$ cat src/rtl/mat_pkg.sv
// Shared constants, state encoding and bit-offset helpers
// for the shared 3x3 matrix multiplier and its arbiter.
package mat_pkg;

    localparam int MAT_DIM = 3;
    localparam int ELEM_W  = 4;
    localparam int RES_W   = 16;
    localparam int MAT_W   = 36;
    localparam int PROD_W  = 144;

    typedef enum logic [1:0] {
        IDLE,
        CALC,
        RESP
    } state_t;

    function automatic int elem_a(input int i, input int j);
        return i * MAT_DIM * ELEM_W + j * ELEM_W;
    endfunction

    function automatic int elem_c(input int i, input int j);
        return i * MAT_DIM * RES_W + j * RES_W;
    endfunction

endpackage

$ cat src/rtl/mat_mul_arbiter_mul.sv
// Combinational 3x3 signed 4-bit matrix multiplier.
// Each result element is a 16-bit signed dot product.
module mat_mul_arbiter_mul
    import mat_pkg::*;
(
    input  logic [MAT_W-1:0]  i_a,
    input  logic [MAT_W-1:0]  i_b,
    output logic [PROD_W-1:0] o_c
);

    function automatic logic signed [RES_W-1:0] sext(
        input logic [ELEM_W-1:0] v
    );
        return {{(RES_W-ELEM_W){v[ELEM_W-1]}}, v};
    endfunction

    function automatic logic signed [RES_W-1:0] dot(
        input logic [MAT_W-1:0] a,
        input logic [MAT_W-1:0] b,
        input int               i,
        input int               j
    );
        logic signed [RES_W-1:0] s;
        s = '0;
        for (int k = 0; k < MAT_DIM; k++) begin
            s = s + sext(a[elem_a(i, k) +: ELEM_W])
                  * sext(b[elem_a(k, j) +: ELEM_W]);
        end
        return s;
    endfunction

    for (genvar gi = 0; gi < MAT_DIM; gi++) begin : g_row
        for (genvar gj = 0; gj < MAT_DIM; gj++) begin : g_col
            assign o_c[elem_c(gi, gj) +: RES_W] = dot(i_a, i_b, gi, gj);
        end
    end

endmodule

$ cat src/rtl/mat_mul_arbiter.sv
// Two-requester round-robin front end for the shared
// 3x3 multiplier: accept, compute, hold response until taken.
module mat_mul_arbiter
    import mat_pkg::*;
#(
    parameter int MUL_STAGES = 1,
    parameter int CNT_W      = 16
) (
    input  logic              clk,
    input  logic              rst,
    input  logic              req0_valid,
    output logic              req0_ready,
    input  logic [MAT_W-1:0]  req0_a,
    input  logic [MAT_W-1:0]  req0_b,
    input  logic              req1_valid,
    output logic              req1_ready,
    input  logic [MAT_W-1:0]  req1_a,
    input  logic [MAT_W-1:0]  req1_b,
    output logic              rsp_valid,
    input  logic              rsp_ready,
    output logic              rsp_id,
    output logic [PROD_W-1:0] rsp_data,
    output logic              busy,
    output logic [CNT_W-1:0]  done_cnt
);

    localparam int CW = (MUL_STAGES > 1) ? $clog2(MUL_STAGES) : 1;
    localparam logic [CW-1:0] CNT_LOAD = CW'(MUL_STAGES - 1);

    state_t              r_state;
    state_t              w_state_nxt;
    logic [MAT_W-1:0]    r_a;
    logic [MAT_W-1:0]    r_b;
    logic                r_id;
    logic                r_last;
    logic [CW-1:0]       r_cnt;
    logic                r_rsp_valid;
    logic                r_rsp_id;
    logic [PROD_W-1:0]   r_rsp_data;
    logic [CNT_W-1:0]    r_done_cnt;

    logic                w_gnt_vld;
    logic                w_gnt_id;
    logic                w_accept;
    logic                w_capture;
    logic                w_rsp_hs;
    logic [PROD_W-1:0]   w_prod;

    mat_mul_arbiter_mul u_mul (
        .i_a (r_a),
        .i_b (r_b),
        .o_c (w_prod)
    );

    // Contention goes to whichever side was not served last.
    always_comb begin
        w_state_nxt = r_state;
        w_gnt_vld   = req0_valid | req1_valid;
        w_gnt_id    = (req0_valid && req1_valid) ? ~r_last : req1_valid;
        w_accept    = 1'b0;
        w_capture   = 1'b0;
        w_rsp_hs    = 1'b0;
        unique case (r_state)
            IDLE: begin
                if (w_gnt_vld) begin
                    w_accept    = 1'b1;
                    w_state_nxt = CALC;
                end
            end
            CALC: begin
                if (r_cnt == '0) begin
                    w_capture   = 1'b1;
                    w_state_nxt = RESP;
                end
            end
            RESP: begin
                if (rsp_ready) begin
                    w_rsp_hs    = 1'b1;
                    w_state_nxt = IDLE;
                end
            end
            default: w_state_nxt = IDLE;
        endcase
    end

    always_ff @(posedge clk) begin
        if (rst) r_state <= IDLE;
        else     r_state <= w_state_nxt;
    end

    always_ff @(posedge clk) begin
        if (rst) begin
            r_a         <= '0;
            r_b         <= '0;
            r_id        <= 1'b0;
            r_last      <= 1'b1;
            r_cnt       <= '0;
            r_rsp_valid <= 1'b0;
            r_rsp_id    <= 1'b0;
            r_rsp_data  <= '0;
            r_done_cnt  <= '0;
        end else begin
            if (w_accept) begin
                r_a    <= w_gnt_id ? req1_a : req0_a;
                r_b    <= w_gnt_id ? req1_b : req0_b;
                r_id   <= w_gnt_id;
                r_last <= w_gnt_id;
                r_cnt  <= CNT_LOAD;
            end
            if (r_state == CALC && r_cnt != '0) begin
                r_cnt <= r_cnt - CW'(1);
            end
            if (w_capture) begin
                r_rsp_data  <= w_prod;
                r_rsp_id    <= r_id;
                r_rsp_valid <= 1'b1;
            end
            if (w_rsp_hs) begin
                r_rsp_valid <= 1'b0;
                r_done_cnt  <= r_done_cnt + CNT_W'(1);
            end
        end
    end

    assign req0_ready = w_accept & ~w_gnt_id;
    assign req1_ready = w_accept & w_gnt_id;
    assign rsp_valid  = r_rsp_valid;
    assign rsp_id     = r_rsp_id;
    assign rsp_data   = r_rsp_data;
    assign busy       = (r_state != IDLE);
    assign done_cnt   = r_done_cnt;

endmodule

$ cat config.mk
export PLATFORM = sky130hd
export DESIGN_NAME = mat_mul_arbiter
export DESIGN_NICKNAME = d
export VERILOG_FILES = /design/src/rtl/mat_pkg.sv /design/src/rtl/mat_mul_arbiter_mul.sv /design/src/rtl/mat_mul_arbiter.sv
export SDC_FILE = /design/constraint.sdc
export NUM_CORES = 1
export LEC_CHECK = 0
export BUFFER_PORTS_ARGS = -buffer_cell sky130_fd_sc_hd__buf_4
export CORE_MARGIN = 4
export CORE_UTILIZATION = 35
export DETAILED_ROUTE_END_ITERATION = 8
export PLACE_DENSITY = 0.55
export RECOVER_POWER = 25
export SLEW_MARGIN = 10
export SYNTH_ARGS = -nofsm -noshare
export SYNTH_HDL_FRONTEND = slang
export SYNTH_SLANG_ARGS = --single-unit
$ cat constraint.sdc
create_clock -name clk -period 5.5 [get_ports clk]
set_input_delay 0.275 -clock clk [delete_from_list [all_inputs] [get_ports clk]]
set_output_delay 0.275 -clock clk [all_outputs]
set_load 0.02 [all_outputs]
==> out/metrics.csv <==
metric,value,unit
max-cap viol count,0,
leading post-synthesis cells by cell area,"fa_1, ha_1, dfxtp_1, inv_1, and2_1",
biggest area consumer among synthesized cells,fa_1,
RSZ-0062 raised after global routing,yes,
Synth cell types,62,
setup ws final,202,ps
FF-to-FF path depth,18,
CTS Buf Count,31,
WL per Instance,20.0,um
Clock Skew,15.5,ps
asr flop ratio synth,0,
share of cells above drive strength 1,0.143,
worst skew pair latency,620,ps
layout net count,4465,
Die Ht,292,um
Starting Density,0.354,
top cell type's share of synthesized area,0.231,
worst ir drop on vdd,0.202,mV
min Tclk post-route,5300,ps
period utilization,0.963,
Worst Hold Depth,3,
post-synthesis register bit count,239,
failing checks,design-rule violations,
Final HPWL DP,76700,um
CTS tree,yes,
initial antenna violation count,6,
Slew @ Worst Pin,798,ps
dpl ws,-20.1,ps
"Setup violations, final",0,
vias in the first global route,23100,
final hold violation count,0,
worst-path fanout max,7,
Initial DRT Pass Iterations,9,
Pleak,0.0177,uW
power consumption,9070,uW
Root Buffer,clkbuf_16,
Hold Crit Start,req0_b[22],
"most common cell after layout, fill and taps aside",inv_1,
most frequent cells in the layout,"inv_1, ha_1, buf_4",
DRT iter0 DRCs,1676,
final WL,93500,um
# H-tree levels,1,
ys flop type,dfxtp_1,
yosys warns,0,
Rel. slew slack,0.468,
die width,292,um
FMAX,189,MHz
GRT Util Overall,0.215,
status,"finished, violations left",
r2r endpoint,rsp_data[88],
r2r setup slk,200,ps
Critical Path AT,5810,ps
critical path class,reg -> reg,
I/O pin count,314,
"EDFF count, synth",0,
Pins Over Slew Limit,0,
Syn Nets,3963,
Syn Area/Cell,9.10,um^2
Mapped Cells,3093,
PwrDens,262,nW/um^2
number of port buffers,313,
first-pass GRT wire length,142000,um
Synth-to-Final Area Change,23.1,%
Post-Syn Area,28100,um^2
GRT overflow,0,
reg-to-reg critical path startpoint,r_a[14],
hold worst-path end,r_b[22],
via/cell ratio,4.97,
CTS sink cnt,239,
core area,79400,um^2
total number of vias,23200,
Startpoint Class,flip-flop,
gp weighted congestion,0.917,
DRC Markers,3,
clock slew at reported path FFs,70,ps
Cell Rows,103,
Crit. End Element,flip-flop,
post-synthesis sequential area ratio,0.170,
DRT antenna net count,0,
largest net degree at the start of global routing,106,
worst min path class,in -> reg,
Critical Path RT,6020,ps
Die ar.,85000,um^2
CP Launch Point,r_a[14],
Clock Tree Buf Depth,3,
registers in the layout (all words and copies together), names as in the netlist:
register,flops
rsp_id,1
r_id,1
rsp_valid,1
r_last,1
r_state,2
r_cnt,1
rsp_data,144
r_b,36
done_cnt,16
r_a,36
area by class of cell:
class                      count  area, um^2
fill                        8037       44700
multi-input combinational   2300       21300
sequential                   239        4830
timing repair buffer         615        4610
inverter                     408        1530
tap                         1050        1310
clock buffer                  40         840
clock inverter                18         225
antenna                        1        2.50
critical path: stages (launching register included):
cell	delay (ps)
dfxtp_1	510
nand2_1	150
fa_1	500
fa_1	520
inv_1	50
fa_1	460
ha_1	250
fa_1	420
a21o_1	180
a21oi_1	170
xnor2_1	240
fa_1	520
inv_1	100
ha_1	260
a21oi_1	170
nand2_1	70
o21ai_1	210
nor4_1	70
a311o_1	340
Yosys cell counts, types with 4 or more instances:
library cell and n:
a211oi_1 26, ha_1 397, nor3_1 13, and2_1 235
xnor2_1 157, a311o_1 6, buf_1 7, or3_1 10
nor4b_1 25, xor2_1 59, and4_1 8, o32ai_1 6
a31oi_1 19, nor4_1 6, o21a_1 13, nand2b_1 56
a21oi_1 126, fa_1 324, nand3_1 23, o211ai_1 17
buf_2 40, a222oi_1 72, mux2_2 12, inv_1 403
nor2_1 241, o21ai_0 77, a21o_1 71, clkbuf_1 96
o21bai_1 17, or4_1 9, o22ai_1 11, nor2b_1 26
dfxtp_1 239, and3_1 4, nand2_1 201
metrics by stage:
step / setup TNS, ps / instance area (um^2) / hold WS [ps] / std cells / utilization
floorplan: 0 / 28100 / 432 / 3093 / -
global placement: 0 / 32500 / 441 / 4484 / 0.410
detailed placement: -85.6 / 32500 / 446 / 4484 / 0.410
CTS: 0 / 34900 / 3.30 / 4670 / 0.440
global route: -99.9 / 34600 / 44.6 / 4670 / 0.436
finish: 0 / 34600 / 67.4 / 4671 / 0.436
power breakdown:
group	leakage (uW)	switching, uW	total [uW]	internal [uW]
Combinational	0.0153	2700	4640	1930
Clock	0.000506	925	2200	1270
Sequential	0.00197	253	2240	1990
metal layers:
metal / up-vias / GRT usage / part of all wire
met5: - / 0 / 0.000075
met4: 2 / 0.0461 / 0.023
met3: 101 / 0.0552 / 0.086
met2: 711 / 0.316 / 0.41
met1: 11200 / 0.319 / 0.48
li1: 11200 / - / -
cells by family (layout without fill, tap and decap cells):
| kind of cell | Yosys count | after routing | synth area share |
|---|---|---|---|
| simple gates | 873 | 873 | 0.159 |
| xor+xnor | 216 | 216 | 0.0672 |
| other cells | 0 | 1 | 0 |
| compound gates | 477 | 477 | 0.116 |
| flops | 239 | 239 | 0.170 |
| fa+ha+maj | 721 | 721 | 0.407 |
| mux | 13 | 13 | 0.00516 |
| buf+inv | 554 | 1081 | 0.0762 |
timing repair:
action,in CTS,in global routing
pin swaps,0,1
hold endpoints to repair,66,0
hold buffers,128,0
endpoints found under the setup margin,6,59
buffers inserted,0,0
resized for setup,4,53
how the worst max path moves through the flow:
stage	end	slack [ps]	cells past startpoint
after global placement	rsp_data[104]	40	18
after CTS	rsp_data[24]	10	19
after detailed placement	rsp_data[137]	-20	17
final	rsp_data[88]	200	18
after global routing	rsp_data[104]	-40	21
after floorplan	rsp_data[104]	430	19
No activity file was read; power rests on OpenSTA's default activity.
